## src/rtl/mips_defs.sv

```systemverilog
// rtl/mips_defs.sv - shared NPC opcodes, fetch FSM states and IMEM bounds
// Purpose: constants and a legality helper shared by the fetch stage and its
// next-PC calculator. No ports.
package mips_defs;

    // Next-PC operation driven by the ID stage.
    localparam logic [1:0] NPC_SEQ    = 2'b00;
    localparam logic [1:0] NPC_BRANCH = 2'b01;
    localparam logic [1:0] NPC_JUMP   = 2'b10;
    localparam logic [1:0] NPC_JREG   = 2'b11;

    typedef enum logic [1:0] {
        IF_IDLE = 2'd0,
        IF_REQ  = 2'd1,
        IF_HOLD = 2'd2
    } if_state_e;

    localparam logic [31:0] DEFAULT_RESET_PC   = 32'h0000_3000;
    localparam logic [31:0] DEFAULT_IMEM_BASE  = 32'h0000_3000;
    localparam logic [31:0] DEFAULT_IMEM_LIMIT = 32'h0000_6FFF;

    // A fetch address is legal when word aligned and inside [base, limit].
    function automatic logic fetch_addr_legal(input logic [31:0] addr,
                                              input logic [31:0] base,
                                              input logic [31:0] limit);
        return (addr[1:0] == 2'b00) && (addr >= base) && (addr <= limit);
    endfunction

endpackage

```

## src/rtl/ifu_fetch_if.sv

```systemverilog
// rtl/ifu_fetch_if.sv - instruction-memory req/ack handshake bundle
// Purpose: groups the fetch request and response signals.
//   imem_req   fetch request, held until imem_ack
//   imem_addr  fetch address, stable while imem_req=1
//   imem_ack   one-cycle response strobe
//   imem_rdata instruction word, valid with imem_ack
// master = fetch unit, slave = instruction memory.
interface ifu_fetch_if;
    logic        imem_req;
    logic [31:0] imem_addr;
    logic        imem_ack;
    logic [31:0] imem_rdata;

    modport master (
        output imem_req,
        output imem_addr,
        input  imem_ack,
        input  imem_rdata
    );

    modport slave (
        input  imem_req,
        input  imem_addr,
        output imem_ack,
        output imem_rdata
    );
endinterface

```

## src/rtl/npc_calc.sv

```systemverilog
// rtl/npc_calc.sv - combinational redirect decision and target for the ID instruction
// Purpose: turns the ID-stage NPC op and branch result into a redirect flag
// and a 32-bit target (all arithmetic wraps mod 2^32).
//   id_pc, npc_op, br_take, imm16, instr_index, jr_target  in
//   redirect_taken  out  ID instruction changes control flow
//   redirect_target out  where fetch continues after the delay slot
module npc_calc
    import mips_defs::*;
(
    input  logic [31:0] id_pc,
    input  logic [1:0]  npc_op,
    input  logic        br_take,
    input  logic [15:0] imm16,
    input  logic [25:0] instr_index,
    input  logic [31:0] jr_target,
    output logic        redirect_taken,
    output logic [31:0] redirect_target
);

    logic [31:0] pc_plus4;
    logic [31:0] br_offset;

    always_comb begin
        pc_plus4        = id_pc + 32'd4;
        br_offset       = {{14{imm16[15]}}, imm16, 2'b00};
        redirect_taken  = 1'b0;
        redirect_target = pc_plus4;
        case (npc_op)
            NPC_SEQ: begin
                redirect_taken  = 1'b0;
            end
            NPC_BRANCH: begin
                redirect_taken  = br_take;
                redirect_target = pc_plus4 + br_offset;
            end
            NPC_JUMP: begin
                redirect_taken  = 1'b1;
                redirect_target = {pc_plus4[31:28], instr_index, 2'b00};
            end
            NPC_JREG: begin
                // Misaligned rs values pass through; the fetch FSM flags them.
                redirect_taken  = 1'b1;
                redirect_target = jr_target;
            end
            default: begin
                redirect_taken  = 1'b0;
            end
        endcase
    end

endmodule

```

## src/rtl/ifu_fetch.sv

```systemverilog
// rtl/ifu_fetch.sv - instruction fetch stage with delay-slot redirect
// Purpose: owns the PC, fetches one instruction at a time over the imem
// handshake and presents it to IF/ID; ID-stage redirects take effect after
// the delay slot.
//   clk, reset_n                 clock, async active-low reset
//   stall                        IF/ID holds, no hand-off
//   id_valid/id_pc/npc_op/...    ID-stage branch decision inputs
//   imem (ifu_fetch_if.master)   instruction memory req/ack
//   if_valid/if_pc/if_instr/if_adel  presented slot
module ifu_fetch
    import mips_defs::*;
#(
    parameter logic [31:0] RESET_PC   = DEFAULT_RESET_PC,
    parameter logic [31:0] IMEM_BASE  = DEFAULT_IMEM_BASE,
    parameter logic [31:0] IMEM_LIMIT = DEFAULT_IMEM_LIMIT
) (
    input  logic               clk,
    input  logic               reset_n,
    input  logic               stall,
    input  logic               id_valid,
    input  logic [31:0]        id_pc,
    input  logic [1:0]         npc_op,
    input  logic               br_take,
    input  logic [15:0]        imm16,
    input  logic [25:0]        instr_index,
    input  logic [31:0]        jr_target,
    ifu_fetch_if.master        imem,
    output logic               if_valid,
    output logic [31:0]        if_pc,
    output logic [31:0]        if_instr,
    output logic               if_adel
);

    if_state_e   state_q, state_d;
    logic [31:0] pc_q, pc_d;
    logic        pend_valid_q, pend_valid_d;
    logic [31:0] pend_target_q, pend_target_d;
    logic        imem_req_q, imem_req_d;
    logic        if_valid_q, if_valid_d;
    logic [31:0] if_pc_q, if_pc_d;
    logic [31:0] if_instr_q, if_instr_d;
    logic        if_adel_q, if_adel_d;

    logic        redirect_taken;
    logic [31:0] redirect_target;
    logic        redirect_evt;
    logic        handoff;
    logic        pc_legal;

    npc_calc u_npc_calc (
        .id_pc           (id_pc),
        .npc_op          (npc_op),
        .br_take         (br_take),
        .imm16           (imm16),
        .instr_index     (instr_index),
        .jr_target       (jr_target),
        .redirect_taken  (redirect_taken),
        .redirect_target (redirect_target)
    );

    // A stalled ID re-presents its decision next cycle, so ignore it now.
    assign redirect_evt = id_valid && !stall && redirect_taken;
    assign handoff      = (state_q == IF_HOLD) && !stall;
    assign pc_legal     = fetch_addr_legal(pc_q, IMEM_BASE, IMEM_LIMIT);

    always_comb begin
        state_d       = state_q;
        pc_d          = pc_q;
        pend_valid_d  = pend_valid_q;
        pend_target_d = pend_target_q;
        if_valid_d    = if_valid_q;
        if_pc_d       = if_pc_q;
        if_instr_d    = if_instr_q;
        if_adel_d     = if_adel_q;

        case (state_q)
            IF_IDLE: begin
                state_d = IF_REQ;
            end
            IF_REQ: begin
                if (!pc_legal) begin
                    // Address error: present an empty slot without touching memory.
                    state_d    = IF_HOLD;
                    if_valid_d = 1'b1;
                    if_pc_d    = pc_q;
                    if_instr_d = 32'd0;
                    if_adel_d  = 1'b1;
                end else if (imem.imem_ack) begin
                    state_d    = IF_HOLD;
                    if_valid_d = 1'b1;
                    if_pc_d    = pc_q;
                    if_instr_d = imem.imem_rdata;
                    if_adel_d  = 1'b0;
                end
            end
            IF_HOLD: begin
                if (!stall) begin
                    state_d    = IF_REQ;
                    if_valid_d = 1'b0;
                end
            end
            default: begin
                state_d = IF_IDLE;
            end
        endcase

        if (handoff) begin
            // A redirect in the hand-off cycle means the slot leaving now is
            // its delay slot, so its target wins over anything pending.
            if (redirect_evt) begin
                pc_d = redirect_target;
            end else if (pend_valid_q) begin
                pc_d = pend_target_q;
            end else begin
                pc_d = pc_q + 32'd4;
            end
            pend_valid_d = 1'b0;
        end else if (redirect_evt) begin
            // The in-flight or held slot is the delay slot; remember the target.
            pend_valid_d  = 1'b1;
            pend_target_d = redirect_target;
        end

        imem_req_d = (state_d == IF_REQ) && fetch_addr_legal(pc_d, IMEM_BASE, IMEM_LIMIT);
    end

    always_ff @(posedge clk or negedge reset_n) begin
        if (!reset_n) begin
            state_q       <= IF_IDLE;
            pc_q          <= RESET_PC;
            pend_valid_q  <= 1'b0;
            pend_target_q <= 32'd0;
            imem_req_q    <= 1'b0;
            if_valid_q    <= 1'b0;
            if_pc_q       <= 32'd0;
            if_instr_q    <= 32'd0;
            if_adel_q     <= 1'b0;
        end else begin
            state_q       <= state_d;
            pc_q          <= pc_d;
            pend_valid_q  <= pend_valid_d;
            pend_target_q <= pend_target_d;
            imem_req_q    <= imem_req_d;
            if_valid_q    <= if_valid_d;
            if_pc_q       <= if_pc_d;
            if_instr_q    <= if_instr_d;
            if_adel_q     <= if_adel_d;
        end
    end

    assign imem.imem_req  = imem_req_q;
    assign imem.imem_addr = pc_q;
    assign if_valid       = if_valid_q;
    assign if_pc          = if_pc_q;
    assign if_instr       = if_instr_q;
    assign if_adel        = if_adel_q;

endmodule

```

## src/flat_wrapper.sv

```systemverilog
// flat-port wrapper written by rule: the top's interface ports become plain ports
module ifu_fetch_flat import mips_defs::*;
#(
    parameter logic [31:0] RESET_PC   = DEFAULT_RESET_PC,
    parameter logic [31:0] IMEM_BASE  = DEFAULT_IMEM_BASE,
    parameter logic [31:0] IMEM_LIMIT = DEFAULT_IMEM_LIMIT
)
  (clk, reset_n, stall, id_valid, id_pc, npc_op, br_take, imm16, instr_index, jr_target, if_valid, if_pc, if_instr, if_adel, imem_imem_req, imem_imem_addr, imem_imem_ack, imem_imem_rdata);
  ifu_fetch_if imem_i ();
  input  logic clk;
  input  logic reset_n;
  input  logic stall;
  input  logic id_valid;
  input  logic [31:0] id_pc;
  input  logic [1:0] npc_op;
  input  logic br_take;
  input  logic [15:0] imm16;
  input  logic [25:0] instr_index;
  input  logic [31:0] jr_target;
  output logic if_valid;
  output logic [31:0] if_pc;
  output logic [31:0] if_instr;
  output logic if_adel;
  output wire logic [$bits(imem_i.imem_req)-1:0] imem_imem_req;
  output wire logic [$bits(imem_i.imem_addr)-1:0] imem_imem_addr;
  input wire logic [$bits(imem_i.imem_ack)-1:0] imem_imem_ack;
  input wire logic [$bits(imem_i.imem_rdata)-1:0] imem_imem_rdata;
  assign imem_imem_req = imem_i.imem_req;
  assign imem_imem_addr = imem_i.imem_addr;
  assign imem_i.imem_ack = imem_imem_ack;
  assign imem_i.imem_rdata = imem_imem_rdata;
  ifu_fetch #(.RESET_PC(RESET_PC), .IMEM_BASE(IMEM_BASE), .IMEM_LIMIT(IMEM_LIMIT)) u_core (.clk(clk), .reset_n(reset_n), .stall(stall), .id_valid(id_valid), .id_pc(id_pc), .npc_op(npc_op), .br_take(br_take), .imm16(imm16), .instr_index(instr_index), .jr_target(jr_target), .imem(imem_i), .if_valid(if_valid), .if_pc(if_pc), .if_instr(if_instr), .if_adel(if_adel));
endmodule
```

## config.mk

```make
export PLATFORM = sky130hd
export DESIGN_NAME = ifu_fetch_flat
export DESIGN_NICKNAME = d
export VERILOG_FILES = /design/src/rtl/mips_defs.sv /design/src/rtl/ifu_fetch_if.sv /design/src/rtl/npc_calc.sv /design/src/rtl/ifu_fetch.sv /design/src/flat_wrapper.sv
export SDC_FILE = /design/constraint.sdc
export NUM_CORES = 1
export LEC_CHECK = 0
export BUFFER_PORTS_ARGS = -buffer_cell sky130_fd_sc_hd__buf_4
export CORE_MARGIN = 5
export CORE_UTILIZATION = 59
export DETAILED_ROUTE_END_ITERATION = 8
export PLACE_DENSITY_LB_ADDON = 0.08
export SETUP_SLACK_MARGIN = 0.3
export SYNTH_ARGS = -nofsm -noshare
export SYNTH_HDL_FRONTEND = slang
export SYNTH_HIERARCHICAL = 1
export SYNTH_SLANG_ARGS = --single-unit
export TNS_END_PERCENT = 100
```

## constraint.sdc

```tcl
create_clock -name clk -period 7.37 [get_ports clk]
set_input_delay 0.737 -clock clk [delete_from_list [all_inputs] [get_ports clk]]
set_output_delay 0.737 -clock clk [all_outputs]
set_load 0.01 [all_outputs]
```

== Yosys cells after proc, flatten, opt, wreduce, memory -nomap -nowiden ==
Cells that the tools add are included.
Operators by class
  reduce and logical (&&, ||, !) cells: 19
  add/subtract/negate cells: 3
  mux-type cells: 21
  bitwise logic cells: 1
  $lt $le $gt $ge: 4
  equal/unequal tests: 9
Operator list (number)
  32-bit 2-to-1 mux: 7
  32-bit case mux with 3 select lines: 1
  32-bit by 3-bit adder with 32-bit output, second input constant: 2
  32-bit by 14-bit greater-or-equal comparator with 1-bit output, second input constant: 2
  32-bit by 15-bit less-or-equal comparator with 1-bit output, second input constant: 2
  32-bit adder: 1
  1-bit logical AND: 8
  2-bit logical NOT: 4
  1-bit 2-to-1 mux: 7
  2-bit by 1-bit equality test with 1-bit output, second input constant: 3
  2-bit equality test, second input constant: 3
  2-bit 2-to-1 mux: 3
  2-bit case mux with 3 select lines: 1
  2-bit != test, second input constant: 2
  2-bit AND reduction: 2
  2-bit nonzero test: 2
  3-bit != test, second input constant: 1
  1-bit case mux with 3 select lines: 1
  3-bit AND reduction: 1
  1-bit case mux with 2 select lines: 1
  2-bit OR reduction: 1
  1-bit logical NOT: 1
  1-bit inverter: 1
Word-level totals
  output and inout port bits: 99
  input port bits: 146
  register bits after elaboration: 134
  logic and storage cells: 66

== Logic depth before layout (Yosys ltp) ==
Gate-level depths: netlist of run 1.
  word-level depth: 10
  depth in mapped cells: 22
  depth with buffers taken out: 21

== By module ==
Netlist of run 1, hierarchy kept.
Modules (own cells, without submodules)
  ifu_fetch: area each 6727.7 µm², times used 1, cells an instance 697, seq. area each 3355.7 µm²
  npc_calc: area each 2880.3 µm², times used 1, cells an instance 376, seq. area each 0.0 µm²

== Least setup slack after synthesis of run 1 ==
Ideal clock, no wire load.
  kind: input -> register
  start: in id_pc[5]
  end: reg u_core.imem_req_q (netlist: u_core/imem.imem_req)
  stages: 18
  data arrival time: 5115 ps
  slack: 2159 ps
  setup time: 96 ps
  path buffers: 1
  data required time: 7274 ps
  cells stage by stage: and4_4 nand4_4 nor3_1 xor2_1 ha_1 clkbuf_1 nand2_1 o21ba_2 and2_1 a31oi_1 xor2_1 mux4_2 a2111oi_4 nand4_1 nor3b_1 or4_1 or4b_1 nor4_2
Between the ends
  cells in the longest elaborated chain, start to end: 9
  elaborated cells between the ends (all ways): 10
  classes of those cells: 2 x add/sub; 2 x order compare; 3 x mux; 3 x reduce/logical
Ends and longest elaborated chain
  from (decl): RTL line flat_wrapper.sv:14  | input logic [31:0] id_pc;
  32-bit by 3-bit adder with 32-bit output *: RTL line npc_calc.sv:24  | pc_plus4 = id_pc + 32'd4;
  32-bit adder: RTL line npc_calc.sv:34  | redirect_target = pc_plus4 + br_offset;
  32-bit case mux with 3 select lines *: RTL line npc_calc.sv:28  | case (npc_op)
  via u_core.redirect_target[23]: RTL line ifu_fetch.sv:45  | logic [31:0] redirect_target;
  32-bit 2-to-1 mux *: RTL line ifu_fetch.sv:110  | if (redirect_evt) begin
  32-bit 2-to-1 mux *: RTL line ifu_fetch.sv:107  | if (handoff) begin
  via u_core.pc_d[23]: RTL line ifu_fetch.sv:35  | logic [31:0] pc_q, pc_d;
  32-bit by 14-bit greater-or-equal comparator with 1-bit output: RTL line mips_defs.sv:26  | return (addr[1:0] == 2'b00) && (addr >= base) && (addr <= limit);
  1-bit logical AND: RTL line mips_defs.sv:26
  1-bit logical AND *: RTL line mips_defs.sv:26
  1-bit logical AND *: RTL line ifu_fetch.sv:124  | imem_req_d = (state_d == IF_REQ) && fetch_addr_legal(pc_d, IMEM_BASE, IMEM_LIMIT);
  via u_core.imem_req_d: RTL line ifu_fetch.sv:38  | logic imem_req_q, imem_req_d;
  to (signal assigned): RTL line ifu_fetch.sv:143  | imem_req_q <= imem_req_d;
  to (decl): RTL line ifu_fetch.sv:38
Mark *: on every way through the listed nets, which the timed path passes. The rest lies on a longest branch.
A chain may end at the register's enable or synchronous reset.

== Final worst setup path of run 1 ==
  start: in id_pc[2]
  end: reg u_core.imem_req_q (netlist: u_core/imem.imem_req)
Same word-level chain as after synthesis.

==> results of run 1 <==
==> how the worst max path moves through the flow <==
stage,startpoint,end,slack (ps),cells after the start
after floorplan,id_pc[5],u_core/imem.imem_req$_DFF_PN0_,2160,18
after global routing,id_pc[2],u_core/imem.imem_req$_DFF_PN0_,1620,19
after CTS,id_pc[2],u_core/imem.imem_req$_DFF_PN0_,1950,18
after global placement,id_pc[2],u_core/imem.imem_req$_DFF_PN0_,1660,19
final,id_pc[2],u_core/imem.imem_req$_DFF_PN0_,1870,18
after detailed placement,id_pc[2],u_core/imem.imem_req$_DFF_PN0_,1520,19
==> layer usage <==
layer | GRT usage | vias up | wire, um
li1 | - | 4335 | -
met1 | 0.433 | 4480 | 11900
met2 | 0.505 | 565 | 14000
met3 | 0.0489 | 73 | 3260
met4 | 0.107 | 0 | 866
met5 | 0 | - | 0
==> Yosys cell counts, types with 3 or more instances <==
library cell and n:
nand2_1 166, dfrtp_1 132, o21ai_0 80, a21oi_1 62
nor2_1 57, mux2_2 56, nand3_1 44, clkbuf_1 40
ha_1 36, inv_1 34, xnor2_1 34, xor2_1 30
nand4_1 22, mux4_2 20, nor3_1 18, a31oi_1 15
and3_1 15, nor4_1 14, o211ai_1 14, a21o_1 11
buf_2 11, mux2i_1 11, o22ai_1 11, and2_1 10
buf_1 9, a211o_1 7, o21bai_1 7, and4_1 6
nand3b_1 5, o2111ai_1 5, or3_1 5, a22oi_1 4
nand2b_1 4, nor2b_1 4, nor3b_1 4, or4_1 4
a21boi_0 3, o31a_1 3, or2_2 3
==> final cells by class <==
class,count,area [sq um]
Clock buffer,18,439
Tap cell,216,270
Clock inverter,12,179
Inverter,34,128
Fill cell,1120,3790
Sequential cell,134,3360
Timing Repair Buffer,251,1890
Multi-Input combinational cell,844,5890
==> critical path, stage by stage <==
cell       delay, ps
buf_4            120
ha_1             260
nand4_1          350
nor2_1           230
xor2_1           200
ha_1             350
a21oi_1          290
o211ai_1         130
a22oi_1          300
a31oi_1          240
xor2_1           190
mux4_2           540
a2111oi_4        320
nand4_1          120
nor3b_1          190
or4_1            490
or4b_1           500
nor4_2           260
==> cells by family after synthesis <==
group,Yosys count,synth area share
adder cells (fa/ha/maj),37,0.0490
XOR/XNOR,64,0.0583
AO/OA/AOI/OAI,253,0.167
buffers and inverters,95,0.0393
flip-flops,134,0.349
AND/OR/NAND/NOR,403,0.214
multiplexers,87,0.124
==> sequential cells by signal (all words and copies together), names as in the netlist <==
name	flops
u_core/if_adel	1
u_core/if_instr	32
u_core/if_pc	32
u_core/if_valid	1
u_core/imem.imem_addr	32
u_core/imem.imem_req	1
u_core/pend_target_q	32
u_core/pend_valid_q	1
u_core/state_q	2
==> power by group through the flow <==
stage	logic [mW]	clock network, mW	registers, mW
2_1_floorplan	0.901	0	1.22
3_3_place_gp	1.43	0	1.25
3_5_place_dp	1.46	0	1.27
4_1_cts	1.48	0.895	1.26
5_1_grt	1.63	0.931	1.30
6_report	1.50	0.890	1.27
==> metrics by stage <==
step	instance area [sq um]	power, mW	setup WS (ps)	hold slack (ps)
after floorplan	9610	2.12	2160	441
after global placement	11500	2.68	1660	463
after detailed placement	11500	2.73	1520	473
after CTS	12100	3.64	1950	311
after global routing	12100	3.86	1620	337
final	12100	3.66	1870	277
==> impl_metrics.prom, run 1 <==
# TYPE chip_impl_metric gauge
chip_impl_info{name="status",value="finished, final reports clean"} 1
chip_impl_metric{name="stdcell_count",unit=""} 1509
chip_impl_info{name="layout.cells.most_common",value="buf_4"} 1
chip_impl_metric{name="grt_util_all_layers",unit=""} 0.314
chip_impl_metric{name="syn_inst",unit=""} 1073
chip_impl_info{name="synth_top_cell_by_area",value="dfrtp_1"} 1
chip_impl_metric{name="required",unit="ps"} 7700
chip_impl_metric{name="top_area_cell_type_share_of_the_netlist_area",unit=""} 0.344
chip_impl_metric{name="cts.repair_timing.setup_buffer_count",unit=""} 0
chip_impl_metric{name="cellLeakagePower",unit="nW"} 5.38
chip_impl_metric{name="vias_after_detailed_routing",unit=""} 9453
chip_impl_metric{name="placement.io_buffers",unit=""} 244
chip_impl_info{name="crit_path_end_kind",value="register"} 1
chip_impl_metric{name="post-route-util",unit=""} 0.762
chip_impl_metric{name="gr-total-overflow",unit=""} 0
chip_impl_metric{name="power.switching_fraction",unit=""} 0.389
chip_impl_metric{name="wire_per_inst",unit="um"} 19.9
chip_impl_info{name="crit-reg2reg-capture",value="u_core/imem.imem_req$_DFF_PN0_"} 1
chip_impl_info{name="layout.cells.most_common_list",value="buf_4 (250), nand2_1 (166), dfrtp_1 (132), o21ai_0 (80), a21oi_1 (62)"} 1
chip_impl_metric{name="fin_crit",unit="ps"} 5500
chip_impl_info{name="tritoncts",value="built"} 1
chip_impl_metric{name="worstSkewPairLatency",unit="ps"} 420
chip_impl_metric{name="mappedNetlistNets",unit=""} 1256
chip_impl_metric{name="yosysWarnings",unit=""} 6
chip_impl_metric{name="placementRows",unit=""} 46
chip_impl_metric{name="relSlewSlack",unit=""} 0.294
chip_impl_metric{name="numClockSinks",unit=""} 134
chip_impl_info{name="clock_tree.root_cell",value="clkbuf_16"} 1
chip_impl_metric{name="maximum_number_of_pins_on_one_net_before_global_route_repair",unit=""} 111
chip_impl_metric{name="vias_per_cell",unit=""} 6.26
chip_impl_metric{name="power_frac_comb",unit=""} 0.410
chip_impl_metric{name="cts_repair_resize_count",unit=""} 0
chip_impl_metric{name="fp.dieArea",unit="sq mm"} 0.0189
chip_impl_metric{name="grt_pass1_vias",unit=""} 8864
chip_impl_metric{name="boundaryPins",unit=""} 245
chip_impl_metric{name="drt_iter0_markers",unit=""} 973
chip_impl_metric{name="syn_area",unit="sq mm"} 0.00961
chip_impl_metric{name="ys_async_sr_fraction",unit=""} 1.00
chip_impl_metric{name="ant_nets",unit=""} 0
chip_impl_metric{name="max_cap_violations",unit=""} 0
chip_impl_metric{name="h_tree_lvls",unit=""} 4
chip_impl_metric{name="insertedDiodeCount",unit=""} 0
chip_impl_metric{name="dpl.cell_count",unit=""} 1479
chip_impl_metric{name="yosys.cell_types.count",unit=""} 81
chip_impl_metric{name="slew_at_the_pin_closest_to_its_max_slew_limit",unit="ps"} 1060
chip_impl_metric{name="mean_syn_cell_area",unit="sq um"} 8.95
chip_impl_metric{name="synth_seq_area_share",unit=""} 0.349
chip_impl_metric{name="arrival",unit="ps"} 5820
chip_impl_metric{name="postCtsHoldBufs",unit=""} 0
chip_impl_metric{name="report.final.hold_viol_count",unit=""} 0
chip_impl_metric{name="post_route_cells_drive_above_1_share",unit=""} 0.302
chip_impl_info{name="yosys-top-cells-area",value="dfrtp_1 (34%), mux2_2 (6.6%), nand2_1 (6.5%), ha_1 (4.7%), mux4_2 (4.7%)"} 1
chip_impl_metric{name="worst_reg_to_reg_setup_slack",unit="ps"} 4000
chip_impl_metric{name="power.internal",unit="mW"} 2.24
chip_impl_metric{name="horizontal_die_dimension",unit="um"} 138
chip_impl_metric{name="detailedPlacementHpwl",unit="um"} 22200
chip_impl_info{name="type_of_origin_of_the_critical_path",value="input port"} 1
chip_impl_info{name="timing.setup.critical_path_class",value="input port to register"} 1
chip_impl_metric{name="gpl.final_weighted_congestion",unit=""} 0.934
chip_impl_metric{name="cp_max_fo",unit=""} 8
chip_impl_metric{name="postRouteWirelength",unit="um"} 30000
chip_impl_metric{name="antenna_violations_before_repair",unit=""} 0
chip_impl_metric{name="switchingPower",unit="mW"} 1.42
chip_impl_metric{name="finalClockSkew",unit="ps"} 9.97
chip_impl_metric{name="timing.reg2reg.worst_path_depth",unit=""} 8
chip_impl_metric{name="flow.area_growth_from_synthesis",unit="%"} 26.4
chip_impl_metric{name="grt_first_pass_wirelength",unit="um"} 46800
chip_impl_metric{name="design.core.area",unit="sq mm"} 0.0159
chip_impl_metric{name="count_of_flip_flops_with_a_built_in_enable_after_synthesis",unit=""} 0
chip_impl_metric{name="p_seq_frac",unit=""} 0.347
chip_impl_metric{name="start_util",unit=""} 0.603
chip_impl_metric{name="slew_violations",unit=""} 0
chip_impl_info{name="most_used_flip_flop_cell_after_synthesis",value="dfrtp_1"} 1
chip_impl_metric{name="setup-violations-final",unit=""} 0
chip_impl_metric{name="timing.setup.tns",unit="ps"} 0
chip_impl_metric{name="synth_seq_cells",unit=""} 134
chip_impl_metric{name="min_period_over_period",unit=""} 0.746
chip_impl_info{name="worstReg2RegStart",value="u_core/imem.imem_addr[2]$_DFF_PN0_"} 1
chip_impl_metric{name="cts.reportedPaths.clkPinSlew",unit="ps"} 60
chip_impl_info{name="hp-class",value="input port to async pin"} 1
chip_impl_metric{name="dr.pass1.iters",unit=""} 6
chip_impl_metric{name="max_freq",unit="GHz"} 0.182
chip_impl_info{name="rsz_0062_raised_after_global_routing",value="no"} 1
chip_impl_metric{name="p_clk_frac",unit=""} 0.243
chip_impl_metric{name="cts_max_path_buffers",unit=""} 2
chip_impl_metric{name="die_span_y",unit="um"} 138
chip_impl_metric{name="pwr_density_cell",unit="mW/mm^2"} 301
chip_impl_metric{name="ir_drop",unit="V"} 0.000202
chip_impl_metric{name="num-nets-final",unit=""} 1465
chip_impl_metric{name="drt_drc_violations_left",unit=""} 0
chip_impl_metric{name="cts_buffers",unit=""} 17
No activity file was read; power rests on OpenSTA's default activity.
==> run 2, diff against run 1 <==
ABC_AREA = 1   (was default)
CORE_UTILIZATION = 56   (was 59)
clock period = 5.1 ns   (was 7.37 ns; I/O delays follow)
==> run 2 against run 1 <==
  * Register-to-register slack worse by 2100 ps
  * Worst setup slack worse by 680 ps
  * Sequential share of layout area down 2.2 points
  * First-iteration DRC count up 25%
  * Combinational power up 61%
  * Critical endpoint unchanged
  * Wire length up 31%
  * Sequential power up 38%
  * Synthesized area up 11%
  * Critical path depth up 9
  * Final cell count up 40%
  * Largest cell class unchanged
  * Cell area up 8.8%
  * Flip-flop and latch count unchanged
==> impl_metrics.prom, run 2 <==
# TYPE chip_impl_metric gauge
chip_impl_info{name="status",value="finished, final reports clean"} 1
chip_impl_metric{name="h_tree_lvls",unit=""} 4
chip_impl_metric{name="synth_seq_area_share",unit=""} 0.316
chip_impl_metric{name="fin_crit",unit="ps"} 3900
chip_impl_metric{name="syn_inst",unit=""} 1649
chip_impl_metric{name="worstSkewPairLatency",unit="ps"} 420
chip_impl_metric{name="postLayoutCellArea",unit="sq mm"} 0.0132
chip_impl_metric{name="cellLeakagePower",unit="nW"} 7.16
chip_impl_metric{name="fp.dieArea",unit="sq mm"} 0.0218
chip_impl_metric{name="required",unit="ps"} 5460
chip_impl_metric{name="placementRows",unit=""} 50
chip_impl_info{name="most_frequent_cp_cell",value="nand2_1"} 1
chip_impl_metric{name="cts_max_path_buffers",unit=""} 2
chip_impl_metric{name="design.core.area",unit="sq mm"} 0.0187
chip_impl_metric{name="gpl.final_weighted_congestion",unit=""} 0.970
chip_impl_metric{name="grt_pass1_vias",unit=""} 11900
chip_impl_metric{name="antenna_violations_before_repair",unit=""} 0
chip_impl_metric{name="synth-adder-area-share",unit=""} 0.0443
chip_impl_metric{name="flow.area_growth_from_synthesis",unit="%"} 24.3
chip_impl_metric{name="wire_per_inst",unit="um"} 18.6
chip_impl_info{name="layout.cells.most_common_list",value="nand2_1 (576), buf_4 (257), inv_1 (199), nor2_1 (138)"} 1
chip_impl_metric{name="maximum_number_of_pins_on_one_net_before_global_route_repair",unit=""} 63
chip_impl_metric{name="ant_nets",unit=""} 0
chip_impl_metric{name="cts.repair_timing.setup_buffer_count",unit=""} 0
chip_impl_metric{name="vias_per_cell",unit=""} 5.77
chip_impl_metric{name="critical-path-max-stage-delay",unit="ps"} 360
chip_impl_metric{name="report.final.hold_viol_count",unit=""} 0
chip_impl_metric{name="drt_iter0_markers",unit=""} 1213
chip_impl_metric{name="timing.setup.tns",unit="ps"} 0
chip_impl_metric{name="mappedNetlistNets",unit=""} 1832
chip_impl_metric{name="relSlewSlack",unit=""} 0.144
chip_impl_metric{name="cts_repair_resize_count",unit=""} 0
chip_impl_info{name="crit_path_end_kind",value="register"} 1
chip_impl_metric{name="grt_util_all_layers",unit=""} 0.353
chip_impl_metric{name="dr.pass1.iters",unit=""} 6
chip_impl_metric{name="synthSimpleGateAreaFrac",unit=""} 0.394
chip_impl_metric{name="max_cap_violations",unit=""} 0
chip_impl_metric{name="detailed_place.area",unit="sq mm"} 0.0126
chip_impl_metric{name="postCtsHoldBufs",unit=""} 0
chip_impl_metric{name="ys_async_sr_fraction",unit=""} 1.00
chip_impl_metric{name="slew_at_the_pin_closest_to_its_max_slew_limit",unit="ps"} 1280
chip_impl_metric{name="top_area_cell_type_share_of_the_netlist_area",unit=""} 0.311
chip_impl_info{name="most_used_flip_flop_cell_after_synthesis",value="dfrtp_1"} 1
chip_impl_metric{name="pwr_density_cell",unit="mW/mm^2"} 411
chip_impl_info{name="timing.setup.critical_path_class",value="input port to register"} 1
chip_impl_metric{name="die_span_y",unit="um"} 148
chip_impl_info{name="crit_path_top_delay_cell",value="ha_1"} 1
chip_impl_info{name="synth.top_cells.by_count",value="nand2_1 (576), inv_1 (199), nor2_1 (141)"} 1
chip_impl_info{name="yosys-top-cells-area",value="dfrtp_1 (31%), nand2_1 (20%), inv_1 (7.0%), nand3_1 (6.2%), nor2_1 (5.0%)"} 1
chip_impl_metric{name="horizontal_die_dimension",unit="um"} 148
chip_impl_info{name="hp-class",value="input port to async pin"} 1
chip_impl_info{name="endpoint",value="u_core/imem.imem_req$_DFF_PN0_"} 1
chip_impl_metric{name="slew_violations",unit=""} 0
chip_impl_metric{name="drt_drc_violations_left",unit=""} 0
chip_impl_metric{name="cp_max_fo",unit=""} 5
chip_impl_info{name="synth_top_cell_by_area",value="dfrtp_1"} 1
chip_impl_info{name="cp-startpoint",value="id_pc[2]"} 1
chip_impl_metric{name="detailedPlacementHpwl",unit="um"} 30100
chip_impl_metric{name="fin_total_pwr",unit="mW"} 5.44
chip_impl_metric{name="num-nets-final",unit=""} 2056
chip_impl_metric{name="insertedDiodeCount",unit=""} 0
chip_impl_metric{name="gr-total-overflow",unit=""} 0
chip_impl_metric{name="min_period_over_period",unit=""} 0.765
chip_impl_metric{name="post_synthesis_compound_gate_area_fraction",unit=""} 0.116
chip_impl_metric{name="max_freq",unit="GHz"} 0.256
chip_impl_metric{name="yosys.cell_types.count",unit=""} 52
chip_impl_metric{name="placement.io_buffers",unit=""} 244
chip_impl_metric{name="vias_after_detailed_routing",unit=""} 12200
chip_impl_info{name="rsz_0062_raised_after_global_routing",value="no"} 1
chip_impl_metric{name="filler_cell_count",unit=""} 1515
chip_impl_info{name="layout.cells.most_common",value="nand2_1"} 1
chip_impl_metric{name="cts_buffers",unit=""} 17
chip_impl_metric{name="start_util",unit=""} 0.568
chip_impl_metric{name="dpl.cell_count",unit=""} 2088
chip_impl_info{name="combinational_family_with_the_most_area_after_synthesis",value="simple AND/OR/NAND/NOR gates"} 1
chip_impl_metric{name="pre_cts_ws",unit="ps"} 1010
chip_impl_metric{name="postRouteWirelength",unit="um"} 39400
chip_impl_metric{name="count_of_flip_flops_with_a_built_in_enable_after_synthesis",unit=""} 0
chip_impl_metric{name="yosysWarnings",unit=""} 6
chip_impl_metric{name="grt_first_pass_wirelength",unit="um"} 61800
chip_impl_metric{name="post_synthesis_mux_area_share",unit=""} 0.0117
chip_impl_info{name="crit-reg2reg-capture",value="u_core/if_pc[16]$_DFFE_PN0P_"} 1
chip_impl_metric{name="stdcell_count",unit=""} 2120
chip_impl_metric{name="mean_syn_cell_area",unit="sq um"} 6.45
chip_impl_info{name="worstReg2RegStart",value="u_core/imem.imem_addr[30]$_DFF_PN0_"} 1
chip_impl_metric{name="timing.reg2reg.worst_path_depth",unit=""} 11
chip_impl_metric{name="finalClockSkew",unit="ps"} 9.50
chip_impl_info{name="clock_tree.root_cell",value="clkbuf_16"} 1
chip_impl_metric{name="numClockSinks",unit=""} 134
chip_impl_info{name="post-synth-top-count-cell",value="nand2_1"} 1
chip_impl_metric{name="boundaryPins",unit=""} 245
chip_impl_metric{name="syn_area",unit="sq mm"} 0.0106
chip_impl_metric{name="post_route_cells_drive_above_1_share",unit=""} 0.201
chip_impl_metric{name="worst_reg_to_reg_setup_slack",unit="ps"} 1950
chip_impl_metric{name="ir_drop",unit="V"} 0.000275
chip_impl_metric{name="synthXorXnorAreaFrac",unit=""} 0.0219
chip_impl_metric{name="cts.reportedPaths.clkPinSlew",unit="ps"} 70
chip_impl_info{name="type_of_origin_of_the_critical_path",value="input port"} 1
chip_impl_metric{name="arrival",unit="ps"} 4260
chip_impl_metric{name="setup-violations-final",unit=""} 0
chip_impl_info{name="tritoncts",value="built"} 1
chip_impl_metric{name="postLayoutSetupSlackWorst",unit="ps"} 1200
chip_impl_metric{name="synth_seq_cells",unit=""} 134
## run 2: cell count changes in the layout (fill, tap and decap cells not counted), sizes merged, moves of 20 or more
cell,change
nor2,+106
mux2,-45
nand3,+90
nand2,+433
mux4,-20
xnor2,-25
a21oi,+21
inv,+180
## run 2: worst max-delay path, delay by kind of cell
family	cells	cell delay [ps]
simple gates	16	2290
buf+inv	6	540
xor+xnor	1	160
compound gates	2	210
fa+ha+maj	2	550
## run 2: area by class of cell
cell class	instances	area (sq um)	share of cell area
inverters	209	785	0.0594
clock buffers	18	439	0.0332
repair buffers	257	1930	0.146
clock inverters	14	163	0.0123
flip-flops and latches	134	3360	0.254
multi-input cells	1254	6250	0.473
well taps	234	293	0.0222
## run 2: layer usage
layer,part of all wire,routed length [um],track usage
met1,0.38,14900,0.426
met2,0.49,19400,0.622
met5,0,0,0
met3,0.082,3240,0.0484
met4,0.048,1890,0.165
## run 2: how the worst min path moves through the flow
stage	end	slack, ps
after CTS	u_core/if_pc[30]$_DFFE_PN0P_	120
after floorplan	u_core/if_adel$_DFFE_PN0P_	210
final	u_core/if_pc[30]$_DFFE_PN0P_	100
after detailed placement	u_core/if_pc[13]$_DFFE_PN0P_	460
after global placement	u_core/if_pc[6]$_DFFE_PN0P_	460
after global routing	u_core/if_pc[30]$_DFFE_PN0P_	160
## run 2: power by group
group / leakage [nW] / internal (mW) / switching, mW
Sequential: 1.71 / 1.40 / 0.350
Combinational: 5.15 / 0.878 / 1.54
Clock: 0.289 / 0.746 / 0.519
Total: 7.16 / 3.02 / 2.41
## run 2: per-stage QoR
stage                     hold WS (ps)  utilization
after global routing               158        0.707
after global placement             455        0.674
after detailed placement           461        0.674
after floorplan                    214            -
after CTS                          120        0.707
final                              102        0.707
## run 2: logic make-up after synthesis
kind of cell               after synthesis
and+or+nand+nor                        962
adders and majority gates               37
DFF                                    134
AOI/OAI and AO/OA                      220
buffers and inverters                  261
muxes                                   11
xor gates and xnor gates                24
